**src/rtl/disp_colour_adapt.sv**
```systemverilog
// Display colour stage that adapts RGB width, blanks outside the active area and
// delays sync/de/colour together by LAT clocks. Define DISP_DITHER_EN to use
// 2x2 ordered dither when reducing width.
module disp_colour_adapt #(
   parameter int BPC_IN  = 5,
   parameter int BPC_OUT = 8,
   parameter int LAT     = 1
) (
   input  logic               clk,
   input  logic               rst,
   input  logic               frame,
   input  logic               disp_hsync,
   input  logic               disp_vsync,
   input  logic               disp_de,
   input  logic [BPC_IN-1:0]  disp_r,
   input  logic [BPC_IN-1:0]  disp_g,
   input  logic [BPC_IN-1:0]  disp_b,
   output logic               board_hsync,
   output logic               board_vsync,
   output logic               board_de,
   output logic [BPC_OUT-1:0] board_r,
   output logic [BPC_OUT-1:0] board_g,
   output logic [BPC_OUT-1:0] board_b
);

   localparam int PW = 3 + 3 * BPC_OUT;

   logic       r_de_d;
   logic       r_x_par;
   logic       r_y_par;
   logic [1:0] r_frame_cnt;

   // A frame pulse takes priority over a line-end toggle of y_par.
   always_ff @(posedge clk) begin
      if (rst) begin
         r_de_d      <= 1'b0;
         r_x_par     <= 1'b0;
         r_y_par     <= 1'b0;
         r_frame_cnt <= 2'd0;
      end else begin
         r_de_d  <= disp_de;
         r_x_par <= disp_de & ~r_x_par;
         if (frame) begin
            r_y_par     <= 1'b0;
            r_frame_cnt <= r_frame_cnt + 2'd1;
         end else if (r_de_d && !disp_de) begin
            r_y_par <= ~r_y_par;
         end
      end
   end

   logic [BPC_OUT-1:0] w_r;
   logic [BPC_OUT-1:0] w_g;
   logic [BPC_OUT-1:0] w_b;

   generate
      if (BPC_OUT == BPC_IN) begin : g_pass
         assign w_r = disp_r;
         assign w_g = disp_g;
         assign w_b = disp_b;
         logic w_unused_cnt;
         assign w_unused_cnt = ^{r_x_par, r_y_par, r_frame_cnt};
      end else if (BPC_OUT > BPC_IN) begin : g_expand
         function automatic logic [BPC_OUT-1:0] f_expand(input logic [BPC_IN-1:0] v);
            logic [BPC_OUT-1:0] o;
            o = '0;
            for (int i = 0; i < BPC_OUT; i++) o[BPC_OUT-1-i] = v[BPC_IN-1-(i % BPC_IN)];
            return o;
         endfunction
         assign w_r = f_expand(disp_r);
         assign w_g = f_expand(disp_g);
         assign w_b = f_expand(disp_b);
         logic w_unused_cnt;
         assign w_unused_cnt = ^{r_x_par, r_y_par, r_frame_cnt};
      end else begin : g_reduce
         localparam int D = BPC_IN - BPC_OUT;
`ifdef DISP_DITHER_EN
         logic       w_xp;
         logic       w_yp;
         logic [1:0] w_thr;
         assign w_xp = r_x_par ^ r_frame_cnt[0];
         assign w_yp = r_y_par ^ r_frame_cnt[1];

         always_comb begin
            w_thr = 2'd0;
            case ({w_yp, w_xp})
               2'b00:   w_thr = 2'd0;
               2'b01:   w_thr = 2'd2;
               2'b10:   w_thr = 2'd3;
               default: w_thr = 2'd1;
            endcase
         end

         // One spare bit catches the carry so the sum can saturate.
         function automatic logic [BPC_OUT-1:0] f_dither(input logic [BPC_IN-1:0] v,
                                                         input logic [1:0] t);
            logic [BPC_IN:0] off;
            logic [BPC_IN:0] sum;
            off = ({{(BPC_IN-1){1'b0}}, t} << D) >> 2;
            sum = {1'b0, v} + off;
            if (sum[BPC_IN]) sum = {1'b0, {BPC_IN{1'b1}}};
            return sum[BPC_IN-1 -: BPC_OUT];
         endfunction

         assign w_r = f_dither(disp_r, w_thr);
         assign w_g = f_dither(disp_g, w_thr);
         assign w_b = f_dither(disp_b, w_thr);
`else
         assign w_r = disp_r[BPC_IN-1 -: BPC_OUT];
         assign w_g = disp_g[BPC_IN-1 -: BPC_OUT];
         assign w_b = disp_b[BPC_IN-1 -: BPC_OUT];
         logic w_unused_lsb;
         assign w_unused_lsb = ^{disp_r[D-1:0], disp_g[D-1:0], disp_b[D-1:0],
                                 r_x_par, r_y_par, r_frame_cnt};
`endif
      end
   endgenerate

   logic [PW-1:0] w_stage;
   assign w_stage = {disp_hsync, disp_vsync, disp_de,
                     disp_de ? {w_r, w_g, w_b} : {(3 * BPC_OUT){1'b0}}};

   logic [PW-1:0] r_pipe [LAT];

   always_ff @(posedge clk) begin
      if (rst) begin
         for (int i = 0; i < LAT; i++) r_pipe[i] <= '0;
      end else begin
         r_pipe[0] <= w_stage;
         for (int i = 1; i < LAT; i++) r_pipe[i] <= r_pipe[i-1];
      end
   end

   assign {board_hsync, board_vsync, board_de, board_r, board_g, board_b} = r_pipe[LAT-1];

endmodule
```
**config.mk**
```make
export PLATFORM = sky130hd
export DESIGN_NAME = disp_colour_adapt
export DESIGN_NICKNAME = d
export VERILOG_FILES = /design/src/rtl/disp_colour_adapt.sv
export SDC_FILE = /design/constraint.sdc
export NUM_CORES = 1
export LEC_CHECK = 0
export CORE_MARGIN = 2
export CORE_UTILIZATION = 31
export DETAILED_ROUTE_END_ITERATION = 8
export MAX_ROUTING_LAYER = met4
export PLACE_DENSITY = 0.74
export REMOVE_ABC_BUFFERS = 1
export SYNTH_ARGS = -nofsm -noshare
export SYNTH_HDL_FRONTEND = slang
export SYNTH_SLANG_ARGS = --single-unit
```
**constraint.sdc**
```tcl
create_clock -name clk -period 0.8 [get_ports clk]
set_input_delay 0.12 -clock clk [delete_from_list [all_inputs] [get_ports clk]]
set_output_delay 0.12 -clock clk [all_outputs]
set_load 0.02 [all_outputs]
```
==> results of run 1 <==
[timing repair]
action / 4_1_cts / 5_1_grt
setup endpoints to repair: 27 / 29
setup buffers: 0 / 0
gates resized for setup: 178 / 3
[layout make-up]
cell class | instances | area, sq um | area share
clock buffers | 3 | 22.5 | 0.0201
multi-input cells | 18 | 158 | 0.140
repair buffers | 50 | 528 | 0.470
flip-flops and latches | 18 | 383 | 0.341
well taps | 25 | 31.3 | 0.0279
[cell usage in the layout, fill, tap and decap left out]
cell type,n
buf_4,3
nor2b_1,3
and3b_2,6
buf_6,28
clkbuf_4,3
dfxtp_2,18
clkdlybuf4s50_1,19
and3b_1,9
[per-stage QoR]
step                      instance area [sq um]  total power [mW]  setup WS (ns)  cells  hold WS, ns
after floorplan                             518              1.07          0.157     36        0.192
after global placement                     1040              1.30         -0.277    111        0.686
after detailed placement                   1040              1.31         -0.291    111        0.688
after CTS                                  1110              1.74        -0.0769    114        0.375
after global routing                       1120              1.80         -0.109    114        0.374
final                                      1120              1.73        -0.0724    114        0.377
[power by group through the flow]
stage	Sequential, mW	Combinational (mW)	Clock [mW]
finish	0.965	0.349	0.411
global route	0.969	0.371	0.463
floorplan	1.04	0.0336	0
detailed placement	0.968	0.339	0
global placement	0.967	0.335	0
CTS	0.965	0.349	0.425
[synth_stat cells (all sizes together)]
cell type	number	area share
clkbuf	1	0.0083
and3b	15	0.23
buf	10	0.13
nor2b	3	0.031
dfxtp	18	0.60
[metal layers]
metal  track usage  share of wire
met1         0.101           0.39
met2         0.171           0.51
met3        0.0264          0.096
met4        0.0486              0
met5             -              0
[cells by family after synthesis]
group	Yosys count	share of synthesized area
flops	18	0.599
simple gates	18	0.262
buf+inv	11	0.139
[how the worst min path moves through the flow]
stage | startpoint | end | slack, ns | depth (start not counted)
after floorplan | rst | r_pipe[0][24]$_SDFF_PP0_ | 0.19 | 1
after global placement | disp_vsync | r_pipe[0][25]$_SDFF_PP0_ | 0.69 | 2
after detailed placement | disp_hsync | r_pipe[0][26]$_SDFF_PP0_ | 0.69 | 2
after CTS | disp_hsync | r_pipe[0][26]$_SDFF_PP0_ | 0.38 | 2
after global routing | disp_vsync | r_pipe[0][25]$_SDFF_PP0_ | 0.37 | 2
final | disp_hsync | r_pipe[0][26]$_SDFF_PP0_ | 0.38 | 2
==> metrics.md, run 1 <==
| Metric | Value |
|---|---|
| Outcome | complete, but fails checks |
| Failing checks | setup timing |
| Register area share after synthesis | 0.599 |
| Sequential power share | 0.560 |
| Vias in the first global route | 396 |
| Synth unique cells | 7 |
| Largest reg by FF count | r_pipe |
| FILL cells | 149 |
| Global route overflow | 0 |
| IO Pins | 48 |
| RSZ-0062 raised after global routing | true |
| Port Buffers | 46 |
| Initial DRC Count | 1 |
| CP Depth | 1 |
| Hold-fix buffers, CTS | 0 |
| Die height | 48.1 um |
| CP cell instances | buf_6 |
| Final Setup Violations | 27 |
| Proportion of layout cells with a drive suffix above 1 | 0.652 |
| Final setup margin | -0.0724 ns |
| Min-Delay Path Class | input port to flip-flop |
| DIE AREA | 2310 sq um |
| CP Data Arrival Time | 0.75 ns |
| Fin crit share | 1.09 |
| Sw frac | 0.224 |
| DRT Wirelength | 1170 um |
| Syn Inst Count | 47 |
| Slowest CP cell | dfxtp_2 |
| Clock-pin slew on the worst setup and hold paths | 0.09 ns |
| Synth-to-layout area growth | 86.5% |
| Fmax | 1150 MHz |
| Hold Vio Cnt, Final | 0 |
| CTS H-tree depth | 1 |
| Crit path launch | r_pipe[0][15]$_SDFF_PP0_ |
| Power share of the combinational group | 0.202 |
| Die X | 48.1 um |
| Synthesized cell area | 602 sq um |
| Syn avg cell area | 12.8 sq um |
| # rows | 15 |
| Pwr Density | 1540 nW/um^2 |
| Crit Path Class | flip-flop to primary output |
| Antenna Nets Post-Route | 0 |
| Yosys warns | 0 |
| Slew margin rel. | 0.939 |
| Placer Congestion | 0.674 |
| Vias | 462 |
| Pleak | 0.538 nW |
| Initial antenna violation count | 0 |
| Final TNS setup | -1.51 ns |
| Nature of the critical path startpoint | flip-flop |
| CP top delay family | flip-flops |
| GRT Total Usage | 0.0983 |
| Initial Utilization | 0.338 |
| Crit Path Max Fanout | 2 |
| Fin nets | 112 |
| Root Driver | clkbuf_4 |
| CTS Buf Count | 3 |
| Worst slew pin tran | 0.0918 ns |
| Clock tree buffer depth | 2 |
| Final min period | 0.872 ns |
| Worst Setup EP | board_g[7] |
| P_int | 1.34 mW |
| Largest net degree at the start of global routing | 14 |
| Routed len/inst | 10.3 um |
| TritonCTS clock tree | yes |
| Finished Core Util | 0.629 |
| Worst IR Drop VDD | 1.03 mV |
| Diode count | 0 |
| Worst EP required | 0.68 ns |
| Max Slew Vio Count | 0 |
| Drt pass-1 iters | 2 |
| CP Capture Type | primary output |
| Max reg flops | 18 |
| Slowest cell delay on critical path | 0.36 ns |
| NetSw | 0.387 mW |
| Clk pwr share | 0.238 |
| Max cap viols | 0 |
| Number of buffers and inverters on the critical path | 1 |
| First-pass GRT wire length | 1510 um |
| DR vias/cell | 4.05 |
| FF+latch count, synth | 18 |
| # DRC | 0 |
| Largest registers | r_pipe x18 |
| Core ar. | 1780 sq um |
| Clock Sinks | 18 |
Power figures use the tool's default switching activity.
==> run 2, diff against run 1 <==
--- a/config.mk
+++ b/config.mk
@@ -8,7 +8,6 @@
 export CORE_MARGIN = 2
 export CORE_UTILIZATION = 31
 export DETAILED_ROUTE_END_ITERATION = 8
-export MAX_ROUTING_LAYER = met4
 export PLACE_DENSITY = 0.74
 export REMOVE_ABC_BUFFERS = 1
 export SYNTH_ARGS = -nofsm -noshare
==> run 2 against run 1 <==
Effect of this change: the flow still finishes with violations (setup timing); core utilization unchanged; non-clock buffer count unchanged; largest cell class unchanged; total power is essentially flat; sequential share of layout area is the same.
==> metrics.md, run 2 (synthesized netlist as in run 1, its figures left out) <==
| Metric | Value |
|---|---|
| CTS Buf Count | 3 (unchanged) |
| Hold Crit Endpoint | r_pipe[0][26]$_SDFF_PP0_ |
| Die X | 48.1 um (unchanged) |
| Clock Sinks | 18 (unchanged) |
| Slowest CP cell | dfxtp_2 |
| Routed len/inst | 10.3 um (unchanged) |
| Sequential power share | 0.560 (about the same) |
| Root Driver | clkbuf_4 |
| Crit path launch | r_pipe[0][15]$_SDFF_PP0_ |
| Port Buffers | 46 (unchanged) |
| CP Data Arrival Time | 0.75 ns (about the same) |
| Largest reg by FF count | r_pipe |
| Die height | 48.1 um (unchanged) |
| Vias | 462 (unchanged) |
| Min-Delay Path Class | input port to flip-flop |
| Min Hold Slack | 0.377 ns (-0.00000100 ns) |
| CP top delay family | flip-flops |
| Crit Path Max Fanout | 2 (unchanged) |
| NetSw | 0.387 mW (about the same) |
| Met3 wire length | 126 um (+12%) |
| Inst Count DP | 111 (unchanged) |
| Most frequent cells in the layout | buf_6, clkdlybuf4s50_1, dfxtp_2, and3b_1, and3b_2 |
| Worst EP required | 0.68 ns (about the same) |
| Slowest cell delay on critical path | 0.36 ns (about the same) |
| IO Pins | 48 (unchanged) |
| Hold Vio Cnt, Final | 0 (unchanged) |
| Hold-fix buffers, CTS | 0 (unchanged) |
| Fmax | 1150 MHz (about the same) |
| Outcome | complete, but fails checks |
| Pleak | 0.538 nW (unchanged) |
| RSZ-0062 raised after global routing | true |
| Pwr Density | 1540 nW/um^2 (about the same) |
| Number of buffers and inverters on the critical path | 1 (unchanged) |
| Crit Path Class | flip-flop to primary output |
| CP Capture Type | primary output |
| Clock-pin slew on the worst setup and hold paths | 0.09 ns (about the same) |
| Final instance area | 1120 sq um (unchanged) |
| Synth-to-layout area growth | 86.5% (unchanged) |
| Global route overflow | 0 (unchanged) |
| Failing checks | setup timing |
| Post-route met1 wirelength | 450 um (-2.6%) |
| Core ar. | 1780 sq um (unchanged) |
| CP cell instances | buf_6 |
| Max cap viols | 0 (unchanged) |
| Highest routed layer | met3 |
| GRT Total Usage | 0.0953 (-0.00302) |
| Post-Place Cell Area | 1040 sq um (unchanged) |
| Clk pwr share | 0.238 (about the same) |
| Fin nets | 112 (unchanged) |
| Diode count | 0 (unchanged) |
| First-pass GRT wire length | 1510 um (unchanged) |
| Initial Utilization | 0.338 (unchanged) |
| Placer Congestion | 0.668 (-0.95%) |
| Hold path cells | 2 (unchanged) |
| Nature of the critical path startpoint | flip-flop |
| DRT Wirelength | 1170 um (unchanged) |
| Worst IR Drop VDD | 1.03 mV (about the same) |
| Vias in the first global route | 396 (unchanged) |
| Final Setup Violations | 27 (unchanged) |
| Commonest non-fill, non-tap cell in the layout | buf_6 |
| Min-delay src | disp_hsync |
| Slew margin rel. | 0.939 (unchanged) |
| Largest net degree at the start of global routing | 14 (unchanged) |
| Power share of the combinational group | 0.202 (about the same) |
| Drt pass-1 iters | 2 (unchanged) |
| Initial antenna violation count | 0 (unchanged) |
| CTS H-tree depth | 1 (unchanged) |
| WL met2 | 597 um (unchanged) |
| # rows | 15 (unchanged) |
| Power Total | 1.73 mW (about the same) |
| Worst slew pin tran | 0.0918 ns (unchanged) |
| Final setup margin | -0.0724 ns (-0.000000900 ns) |
| Final min period | 0.872 ns (+0.000000900 ns) |
| DIE AREA | 2310 sq um (unchanged) |
| Non-filler instance count after layout | 114 (unchanged) |
| Max reg flops | 18 (unchanged) |
| Largest registers | r_pipe x18 |
| P_int | 1.34 mW (unchanged) |
| Fin crit share | 1.09 (about the same) |
| Clock tree buffer depth | 2 (unchanged) |
| Sw frac | 0.224 (about the same) |
| Final TNS setup | -1.51 ns (+0.000200 ns) |
| Max Slew Vio Count | 0 (unchanged) |
| TritonCTS clock tree | yes |
| Initial DRC Count | 1 (unchanged) |
| # DRC | 0 (unchanged) |
| Proportion of layout cells with a drive suffix above 1 | 0.652 (unchanged) |
| Antenna Nets Post-Route | 0 (unchanged) |
| DR vias/cell | 4.05 (unchanged) |
[run 2: cell counts in the layout (fill, tap and decap cells not counted)]
No cell type changed its count.
[run 2: routing by layer]
| layer | up-vias | track usage |
|---|---|---|
| met1 | 203 | 0.0963 |
| met2 | 30 | 0.171 |
| met5 | - | 0 |
| li1 | 229 | - |
| met3 | 0 | 0.0340 |
| met4 | 0 | 0.0486 |
[run 2: how the worst max path moves through the flow]
stage                                     to  slack [ns]  depth (start not counted)
floorplan                         board_b[0]        0.16                          0
global placement    r_pipe[0][21]$_SDFF_PP0_       -0.28                          3
detailed placement  r_pipe[0][18]$_SDFF_PP0_       -0.29                          3
CTS                               board_b[2]       -0.08                          1
global route                      board_g[7]       -0.11                          1
finish                            board_g[7]       -0.07                          1
[run 2: cell type report]
type / instances / area [sq um]
well taps: 25 / 31.3
fillers: 149 / 661
multi-input cells: 18 / 158
clock buffers: 3 / 22.5
flip-flops and latches: 18 / 383
repair buffers: 50 / 528
[run 2: repair_timing]
| item | CTS | global route |
|---|---|---|
| setup endpoints to repair | 27 | 29 |
| buffers inserted | 0 | 0 |
| gates cloned | 0 | 0 |
| resized for setup | 178 | 3 |
[run 2: through the flow]
step           utilization  setup WS (ns)
3_3_place_gp         0.583         -0.277
2_1_floorplan            -          0.157
3_5_place_dp         0.583         -0.291
6_report             0.629        -0.0724
5_1_grt              0.629         -0.109
4_1_cts              0.623        -0.0769
[run 2: power by group through the flow]
stage | logic (mW) | registers [mW] | clock network, mW
global route | 0.371 | 0.969 | 0.463
finish | 0.349 | 0.965 | 0.411
CTS | 0.349 | 0.965 | 0.425
global placement | 0.335 | 0.967 | 0
detailed placement | 0.339 | 0.968 | 0
floorplan | 0.0336 | 1.04 | 0
